`config.mk`:
```
export PLATFORM = sky130hd
export DESIGN_NAME = boot_sequencer
export DESIGN_NICKNAME = d
export VERILOG_FILES = /design/src/rtl/boot_sequencer.sv
export SDC_FILE = /design/constraint.sdc
export NUM_CORES = 1
export LEC_CHECK = 0
export CORE_MARGIN = 4
export CORE_UTILIZATION = 30
export CTS_CLUSTER_SIZE = 8
export DETAILED_ROUTE_END_ITERATION = 8
export DONT_BUFFER_PORTS = 1
export PLACE_DENSITY = 0.49
export SETUP_SLACK_MARGIN = 0.5
export SLEW_MARGIN = 5
export SYNTH_ARGS = -nofsm -noshare
export SYNTH_HDL_FRONTEND = slang
export SYNTH_SLANG_ARGS = --single-unit
```
`constraint.sdc`:
```
create_clock -name clk -period 1.9 [get_ports clk]
set_input_delay 0.475 -clock clk [delete_from_list [all_inputs] [get_ports clk]]
set_output_delay 0.475 -clock clk [all_outputs]
set_load 0.1 [all_outputs]
```
`src/rtl/boot_sequencer.sv`:
```
// ---------------------------------------------------------------------------
// boot_sequencer
//
// Boot controller between an external program loader and the core. It holds
// the core in reset and accepts instruction words over a valid/ready
// handshake. Each word goes into the instruction memory write port at
// consecutive word addresses. After the last word and a settle delay, the
// core is released. A restart request from RUN or ERROR reloads the program.
//
// Ports:
//   clk           in   rising-edge clock
//   rst_n         in   asynchronous active-low reset
//   ld_valid      in   loader word valid
//   ld_ready      out  sequencer accepts a word this cycle (LOAD only)
//   ld_data       in   instruction word
//   ld_last       in   final word of the program
//   restart       in   reload request, honoured in RUN or ERROR
//   imem_wr_en    out  instruction memory write strobe (one cycle per beat)
//   imem_wr_addr  out  word-aligned byte write address
//   imem_wr_data  out  write data
//   core_rst_n    out  registered active-low core reset
//   done          out  program loaded, core running
//   error         out  MAX_WORDS accepted without ld_last
//   word_count    out  words accepted in the current load
// ---------------------------------------------------------------------------
`timescale 1ns/1ps

module boot_sequencer #(
    parameter int                    ADDR_WIDTH    = 32,
    parameter int                    WORD_WIDTH    = 32,
    parameter logic [ADDR_WIDTH-1:0] BASE_ADDR     = '0,
    parameter int                    MAX_WORDS     = 1024,
    parameter int                    RELEASE_DELAY = 4
) (
    input  logic                               clk,
    input  logic                               rst_n,
    input  logic                               ld_valid,
    output logic                               ld_ready,
    input  logic [WORD_WIDTH-1:0]              ld_data,
    input  logic                               ld_last,
    input  logic                               restart,
    output logic                               imem_wr_en,
    output logic [ADDR_WIDTH-1:0]              imem_wr_addr,
    output logic [WORD_WIDTH-1:0]              imem_wr_data,
    output logic                               core_rst_n,
    output logic                               done,
    output logic                               error,
    output logic [$clog2(MAX_WORDS+1)-1:0]     word_count
);

    localparam int CNT_W = $clog2(MAX_WORDS + 1);
    localparam int DLY_W = $clog2(RELEASE_DELAY + 1);
    localparam logic [CNT_W-1:0] LAST_IDX = CNT_W'(MAX_WORDS - 1);

    typedef enum logic [2:0] {
        IDLE   = 3'd0,
        LOAD   = 3'd1,
        SETTLE = 3'd2,
        RUN    = 3'd3,
        ERROR  = 3'd4
    } state_t;

    state_t             state;
    state_t             next_state;
    logic [DLY_W-1:0]   dly;
    logic               beat;
    logic               reload;

    // State register
    always_ff @(posedge clk or negedge rst_n) begin
        if (!rst_n) begin
            state <= IDLE;
        end else begin
            state <= next_state;
        end
    end

    // Next-state and handshake decode
    always_comb begin
        next_state = state;
        ld_ready   = (state == LOAD);
        beat       = ld_valid && (state == LOAD);
        reload     = restart && ((state == RUN) || (state == ERROR));
        case (state)
            IDLE:   next_state = LOAD;
            LOAD: begin
                if (beat) begin
                    // A last word always wins, so exactly MAX_WORDS words is a
                    // legal program; only a non-last word in the final slot
                    // overflows.
                    if (ld_last) begin
                        next_state = SETTLE;
                    end else if (word_count == LAST_IDX) begin
                        next_state = ERROR;
                    end
                end
            end
            SETTLE: begin
                if (dly == DLY_W'(1)) begin
                    next_state = RUN;
                end
            end
            RUN, ERROR: begin
                if (restart) begin
                    next_state = LOAD;
                end
            end
            default: next_state = IDLE;
        endcase
    end

    // Write port, counters and status outputs
    always_ff @(posedge clk or negedge rst_n) begin
        if (!rst_n) begin
            imem_wr_en   <= 1'b0;
            imem_wr_addr <= BASE_ADDR;
            imem_wr_data <= '0;
            word_count   <= '0;
            dly          <= '0;
            core_rst_n   <= 1'b0;
            done         <= 1'b0;
            error        <= 1'b0;
        end else begin
            imem_wr_en <= beat;
            if (beat) begin
                // Address is taken from the count before the increment, so the
                // first word lands at BASE_ADDR. Wraps at ADDR_WIDTH.
                imem_wr_addr <= BASE_ADDR + (ADDR_WIDTH'(word_count) << 2);
                imem_wr_data <= ld_data;
                word_count   <= word_count + CNT_W'(1);
            end else if (reload) begin
                word_count <= '0;
            end

            if (beat && ld_last) begin
                dly <= DLY_W'(RELEASE_DELAY);
            end else if (state == SETTLE) begin
                dly <= dly - DLY_W'(1);
            end

            // Status flags follow the state being entered so they change on
            // the same edge as the state itself.
            core_rst_n <= (next_state == RUN);
            done       <= (next_state == RUN);
            error      <= (next_state == ERROR);
        end
    end

endmodule
```
==> metrics.log, run 1 <==
INFO  metric max_cap_violations = 0
INFO  metric synth-warning-count = 0
INFO  metric worstSetupStartpointType = register
INFO  metric endpoint_kind = output port
INFO  metric cts_made_buffers = 9
INFO  metric netlist_top_cells_area = sky130_fd_sc_hd__dfrtp_1 (56%), sky130_fd_sc_hd__nand2_1 (18%), sky130_fd_sc_hd__buf_4 (5.8%), sky130_fd_sc_hd__mux2i_1 (1.8%), sky130_fd_sc_hd__nand3_1 (1.4%)
INFO  metric synth_edf_count = 0
INFO  metric yosysTopAreaCell = sky130_fd_sc_hd__dfrtp_1
INFO  metric gpl.final_weighted_congestion = approximately 0.77
INFO  metric worstSetupPathType = register to output port
INFO  metric worstMarginPinSlew = 557 ps
INFO  metric max-slew-margin-rel = 0.630
INFO  metric setup_repair_after_global_routing_missed_its_margin = yes
INFO  metric run_status = finished with violations
INFO  metric design_area = 0.00521 mm2
INFO  metric clkSinkCount = 63
INFO  metric antenna_cells = 0
INFO  metric layout-area-overhead-vs-synth = 84.4%
INFO  metric worstPathRequired = roughly 1400 ps
INFO  metric final_cell_count_without_fillers = 527
INFO  metric antenna_found_initial = 0
INFO  metric final_number_of_hold_violating_endpoints = 63
INFO  metric synth_top_area_share = 0.558
INFO  metric synth.lib_cells_used.distinct = 41
INFO  metric synth-seq-area-share = 0.558
INFO  metric number_of_top_level_pins = 117
INFO  metric clock_insertion_delay_worst_skew = between 300 and 400 ps
INFO  metric grt_busiest_layer = met2
INFO  metric instance_area_at_placement = 0.00339 mm2
INFO  metric synth_async_sr_flop_share = 1.00
INFO  metric timing.final.crit_period = 1730 ps
INFO  metric globalRoute.totalOverflow = 0
INFO  metric die_w = 105 um
INFO  metric floorplan.core_area = 0.00920 mm2
INFO  metric routed_wirelength = 8.45 mm
INFO  metric clock_path_buffers = 2
INFO  metric tritoncts_clock_tree = done
INFO  metric dominantRegCellSynth = sky130_fd_sc_hd__dfrtp_1
INFO  metric global_route.usage.met3 = 0.0574
INFO  metric rows = 35
INFO  metric grtUsageMet1 = 0.188
INFO  metric ant_nets = 0
INFO  metric via_count = 2,461
INFO  metric grt_start_max_net_pins = 64
INFO  metric globalRouteTotalUtil = 0.147
INFO  metric clock_transition_at_the_registers_of_the_reported_paths = 70 ps
INFO  metric timing.fmax = just under 600 MHz
INFO  metric drt_first_iter_violations = 47
INFO  metric route.detailed.vias_per_inst = 4.67
INFO  metric grtUsageMet2 = 0.232
INFO  metric initial_core_util = 0.307
INFO  metric post_route_cells_drive_above_1_share = 0.536
INFO  metric clk_root_buffer_cell = sky130_fd_sc_hd__clkbuf_8
INFO  metric wl_per_cell = 16.0 um
INFO  metric dp_cells = 466
INFO  metric cp_max_fo = 2
INFO  metric holdWs = -162 ps
INFO  metric place.port_buffers = 0
INFO  metric die_h = about 110 um
INFO  metric reg2reg_slack = 280 ps
INFO  metric final_min_period_over_clock_period = 0.908
INFO  metric ys_seq_elements = 63
INFO  metric dp_hpwl = 4.61 mm
INFO  metric grt_first_pass_wirelength = 13.1 mm
INFO  metric synthesis.instances = 306
INFO  metric violations = negative hold slack
INFO  metric finish.net_count = between 400 and 500
INFO  metric fin_worst_skew = 12.5 ps
INFO  metric cp.arrival = around 1300 ps
INFO  metric drtPass1Iterations = 4
INFO  metric synthesis.area = 0.00282 mm2
INFO  metric timing.final.max_slew_violations = 0
INFO  metric via_count_of_the_first_global_routing_pass = 2,519
INFO  metric postSynthAreaPerCell = 9.23 um2
INFO  metric finalSetupTns = 0 ps
INFO  metric setup_viol = 0
INFO  metric dieArea = 0.0110 mm2
INFO  metric drc = 0
INFO  metric h-tree-depth = 3
INFO  metric synth_most_common_cell = sky130_fd_sc_hd__nand2_1
INFO  metric min-delay-path-class = input pin to async pin
INFO  metric synth_commonest_cells = sky130_fd_sc_hd__nand2_1 (137), sky130_fd_sc_hd__dfrtp_1 (63), sky130_fd_sc_hd__buf_4 (22), sky130_fd_sc_hd__nand3_1 (8), sky130_fd_sc_hd__clkbuf_1 (7)
[final timing paths]
check	start	to	depth (start not counted)
worst max-delay path	state[1]$_DFF_PN0_	ld_ready	3
worst min-delay path	rst_n	done$_DFF_PN0_	0
worst max register to register	word_count[1]$_DFFE_PN0P_	word_count[9]$_DFFE_PN0P_	4
worst min register to register	imem_wr_addr[11]$_DFFE_PN0N_	imem_wr_addr[11]$_DFFE_PN0N_	2
max in group asynchronous	rst_n	word_count[0]$_DFFE_PN0P_	0
min in group clk	ld_last	dly[0]$_DFFE_PN0P_	1
[cell families (layout without fill, tap and decap cells)]
family,after synthesis,after routing,share of synthesized area
other,1,21,0.00133
buffers and inverters,41,131,0.0904
adder cells (fa/ha/maj),3,3,0.0133
AO/OA/AOI/OAI,21,21,0.0465
multiplexers,5,5,0.0177
AND/OR/NAND/NOR,171,171,0.269
flip-flops,63,63,0.558
XOR/XNOR,1,1,0.00310
[layout by cell type (no fill, tap or decap), types with 3 or more instances in the layout]
cell type,synthesis,final
sky130_fd_sc_hd__buf_4,22,22
sky130_fd_sc_hd__or4_4,0,3
sky130_fd_sc_hd__nand2_1,137,78
sky130_fd_sc_hd__buf_16,0,6
sky130_fd_sc_hd__o21ai_2,0,3
sky130_fd_sc_hd__nand2_4,0,24
sky130_fd_sc_hd__nor2_1,3,3
sky130_fd_sc_hd__mux2i_1,5,5
sky130_fd_sc_hd__dfrtp_2,0,5
sky130_fd_sc_hd__clkbuf_16,0,4
sky130_fd_sc_hd__inv_1,6,6
sky130_fd_sc_hd__buf_6,2,16
sky130_fd_sc_hd__conb_1,1,21
sky130_fd_sc_hd__nand2_2,0,35
sky130_fd_sc_hd__dfrtp_1,63,49
sky130_fd_sc_hd__dfrtp_4,0,9
sky130_fd_sc_hd__nand3_1,8,5
sky130_fd_sc_hd__a21oi_2,0,4
sky130_fd_sc_hd__buf_8,0,24
sky130_fd_sc_hd__buf_12,0,37
sky130_fd_sc_hd__clkbuf_8,0,12
[final cells by class]
cell class,instances,area [um2]
Clock buffer,14,173
Clock inverter,1,5.00
Fill cell,747,3990
Inverter,7,38.8
Multi-Input combinational cell,222,1520
Sequential cell,63,1620
Tap cell,111,139
Timing Repair Buffer,109,1710
[layer usage]
layer / up-vias / routed length, um
li1: 1176 / -
met1: 1192 / 3470
met2: 85 / 4310
met3: 8 / 610
met4: 0 / 70
met5: - / 0
[what timing repair did]
action	in CTS	in global routing
endpoints found under the hold margin	63	63
buffers inserted	34	3
gates resized for setup	136	154
endpoints found under the setup margin	106	118
cloned	5	4
pin swaps	20	58
[state kept, by name, summed over array words and instances, names as in the netlist]
| signal | cells |
|---|---|
| word_count | 11 |
| dly | 3 |
| state | 3 |
| imem_wr_data | 32 |
| done | 1 |
| error | 1 |
| imem_wr_en | 1 |
| imem_wr_addr | 11 |
[critical path, cell delays in order, from the launching register on]
cell	delay, ps
sky130_fd_sc_hd__dfrtp_1	400
sky130_fd_sc_hd__buf_6	130
sky130_fd_sc_hd__nor3b_4	200
sky130_fd_sc_hd__buf_12	200
[per-stage QoR]
stage	utilization	setup slack [ps]
final	0.566	174
after global routing	0.566	111
after CTS	0.491	141
after detailed placement	0.369	220
after global placement	0.369	243
after floorplan	-	97.8
Power of run 1 is not shown: default switching activity piles up to over one toggle a cycle in this logic, so the estimate is an artifact.
==> run 2, diff against run 1 <==
Settings changed: GPL_TIMING_DRIVEN from default to 0.
==> metrics.log, run 2 (same netlist as run 1, synthesis figures left out) <==
INFO  metric critical_path.n_buffers_inverters = 0 (-2)
INFO  metric cts_made_buffers = 9 (unchanged)
INFO  metric via_count = 2,224 (-9.6%)
INFO  metric largest_register_ff_count = 32 (unchanged)
INFO  metric cp_max_fo = 5 (+3)
INFO  metric finalSetupTns = -268 ps (-268 ps)
INFO  metric die_w = 105 um (unchanged)
INFO  metric die_h = 105 um (unchanged)
INFO  metric floorplan.core_area = 0.00920 mm2 (unchanged)
INFO  metric min-delay-path-class = input pin to async pin
INFO  metric worstPathRequired = 1420 ps (about the same)
INFO  metric holdWs = -171 ps (-8.27 ps)
INFO  metric fillCellCount = 895 (+20%)
INFO  metric clock_insertion_delay_worst_skew = 330 ps (about the same)
INFO  metric grt_start_max_net_pins = 64 (unchanged)
INFO  metric run_status = finished with violations
INFO  metric rows = 35 (unchanged)
INFO  metric violations = negative hold slack, negative setup slack
INFO  metric largestRegisters = imem_wr_data (32), imem_wr_addr (11), word_count (11)
INFO  metric worst_path_dominant_cell_family = simple AND/OR/NAND/NOR gates
INFO  metric cp_peak_stage_delay = 900 ps (+500 ps)
INFO  metric clock_transition_at_the_registers_of_the_reported_paths = 70 ps (about the same)
INFO  metric cp.arrival = 1690 ps (+440 ps)
INFO  metric final_min_period_over_clock_period = 1.14 (+0.233)
INFO  metric route.detailed.vias_per_inst = 4.72 (+1.1%)
INFO  metric timing.final.crit_period = 2170 ps (+442 ps)
INFO  metric crit_slowest_cell = sky130_fd_sc_hd__nor3b_4
INFO  metric dieArea = 0.0110 mm2 (unchanged)
INFO  metric largest_register = imem_wr_data
INFO  metric antenna_found_initial = 0 (unchanged)
INFO  metric worstPathCellList = nor3b_4
INFO  metric worstMarginPinSlew = 1070 ps (+514 ps)
INFO  metric endpoint_kind = output port
INFO  metric grt_first_pass_wirelength = 12.0 mm (-8.1%)
INFO  metric fin_worst_skew = 7.86 ps (-4.63 ps)
INFO  metric max_cap_violations = 0 (unchanged)
INFO  metric timing.final.max_slew_violations = 0 (unchanged)
INFO  metric most_frequent_standard_cell_in_the_layout_excluding_fill_and_tap_cells = sky130_fd_sc_hd__nand2_1
INFO  metric ant_nets = 0 (unchanged)
INFO  metric h-tree-depth = 3 (unchanged)
INFO  metric timing.fmax = 461 MHz (-20%)
INFO  metric initial_core_util = 0.307 (unchanged)
INFO  metric layout-area-overhead-vs-synth = 39.2%
INFO  metric max-slew-margin-rel = 0.285 (-0.345)
INFO  metric gpl.final_weighted_congestion = 0.713 (-7.5%)
INFO  metric finish.net_count = 395 (-13%)
INFO  metric tritoncts_clock_tree = done
INFO  metric timing.final.ws_setup = -268 ps (-442 ps)
INFO  metric antenna_cells = 0 (unchanged)
INFO  metric drc = 0 (unchanged)
INFO  metric drtPass1Iterations = 4 (unchanged)
INFO  metric globalRoute.totalOverflow = 0 (unchanged)
INFO  metric via_count_of_the_first_global_routing_pass = 2,248 (-11%)
INFO  metric routed_wirelength = 7.60 mm (-10%)
INFO  metric number_of_top_level_pins = 117 (unchanged)
INFO  metric place.port_buffers = 0 (unchanged)
INFO  metric worstSetupStartpointType = register
INFO  metric wl_per_cell = 16.1 um (+0.63%)
INFO  metric post_route_cells_drive_above_1_share = 0.394 (-0.142)
INFO  metric clkSinkCount = 63 (unchanged)
INFO  metric globalRouteTotalUtil = 0.138 (-0.00925)
INFO  metric setup_viol = 1 (+1)
INFO  metric dp_hpwl = 4.82 mm (+4.5%)
INFO  metric mostFrequentLayoutCells = sky130_fd_sc_hd__nand2_1 (136), sky130_fd_sc_hd__dfrtp_4 (57), sky130_fd_sc_hd__buf_4 (30), sky130_fd_sc_hd__conb_1 (21), sky130_fd_sc_hd__clkbuf_8 (11)
INFO  metric worstSetupPathType = register to output port
INFO  metric clk_root_buffer_cell = sky130_fd_sc_hd__clkbuf_8
INFO  metric clock_path_buffers = 2 (unchanged)
INFO  metric setup_repair_after_global_routing_missed_its_margin = yes
INFO  metric drt_first_iter_violations = 105 (+120%)
INFO  metric final_number_of_hold_violating_endpoints = 63 (unchanged)
-- run 2: changes by cell type in the layout (fill, tap and decap cells not counted), moves of 21 or more --
cell,previous run,this run
sky130_fd_sc_hd__nand2_1,78,136
sky130_fd_sc_hd__nand2_2,35,1
sky130_fd_sc_hd__buf_8,24,3
sky130_fd_sc_hd__dfrtp_4,9,57
sky130_fd_sc_hd__nand2_4,24,0
sky130_fd_sc_hd__buf_12,37,4
sky130_fd_sc_hd__dfrtp_1,49,4
-- run 2: cell type report --
class / instances / area, um2 / area share
buffer: 34 / 377 / 0.0958
clock buffer: 12 / 145 / 0.0369
clock inverter: 4 / 22.5 / 0.00573
sequential: 63 / 1790 / 0.456
timing repair buffer: 18 / 230 / 0.0586
inverter: 7 / 38.8 / 0.00987
multi-input combinational: 222 / 1190 / 0.302
tap: 111 / 139 / 0.0353
-- run 2: final timing paths --
check	slack (ps)	endpoint	start	cells past startpoint
setup reg to reg	10	state[0]$_DFF_PN0_	state[2]$_DFF_PN0_	3
setup / recovery	-270	ld_ready	state[2]$_DFF_PN0_	1
hold / removal	-170	state[1]$_DFF_PN0_	rst_n	0
hold reg to reg	580	dly[2]$_DFFE_PN0P_	dly[2]$_DFFE_PN0P_	2
min in group clk	220	dly[0]$_DFFE_PN0P_	ld_last	1
max in group asynchronous	1950	imem_wr_data[1]$_DFFE_PN0N_	rst_n	0
-- run 2: metal layers --
| layer | vias to the layer above | global-route usage | wire (um) |
|---|---|---|---|
| li1 | 1051 | - | - |
| met1 | 1092 | 0.169 | 3190 |
| met2 | 70 | 0.217 | 3700 |
| met3 | 11 | 0.0574 | 608 |
| met4 | 0 | 0.0487 | 102 |
| met5 | - | 0 | 0 |
-- run 2: what timing repair did --
item	CTS	global route
buffers inserted	6	6
hold endpoints to repair	63	63
pin swaps	8	3
resized for setup	143	7
cloned	3	3
endpoints found under the setup margin	120	120
-- run 2: through the flow --
step / setup WS [ps] / instance area (um2) / hold slack, ps / util / instances
after floorplan: 97.8 / 2990 / 179 / - / 326
after global placement: 8.29 / 3130 / 181 / 0.340 / 437
after detailed placement: 1.16 / 3130 / 181 / 0.340 / 437
after CTS: -311 / 3830 / -190 / 0.417 / 462
after global routing: -323 / 3930 / -200 / 0.427 / 471
final: -268 / 3930 / -171 / 0.427 / 471
Power of run 2 is left out for the same reason.
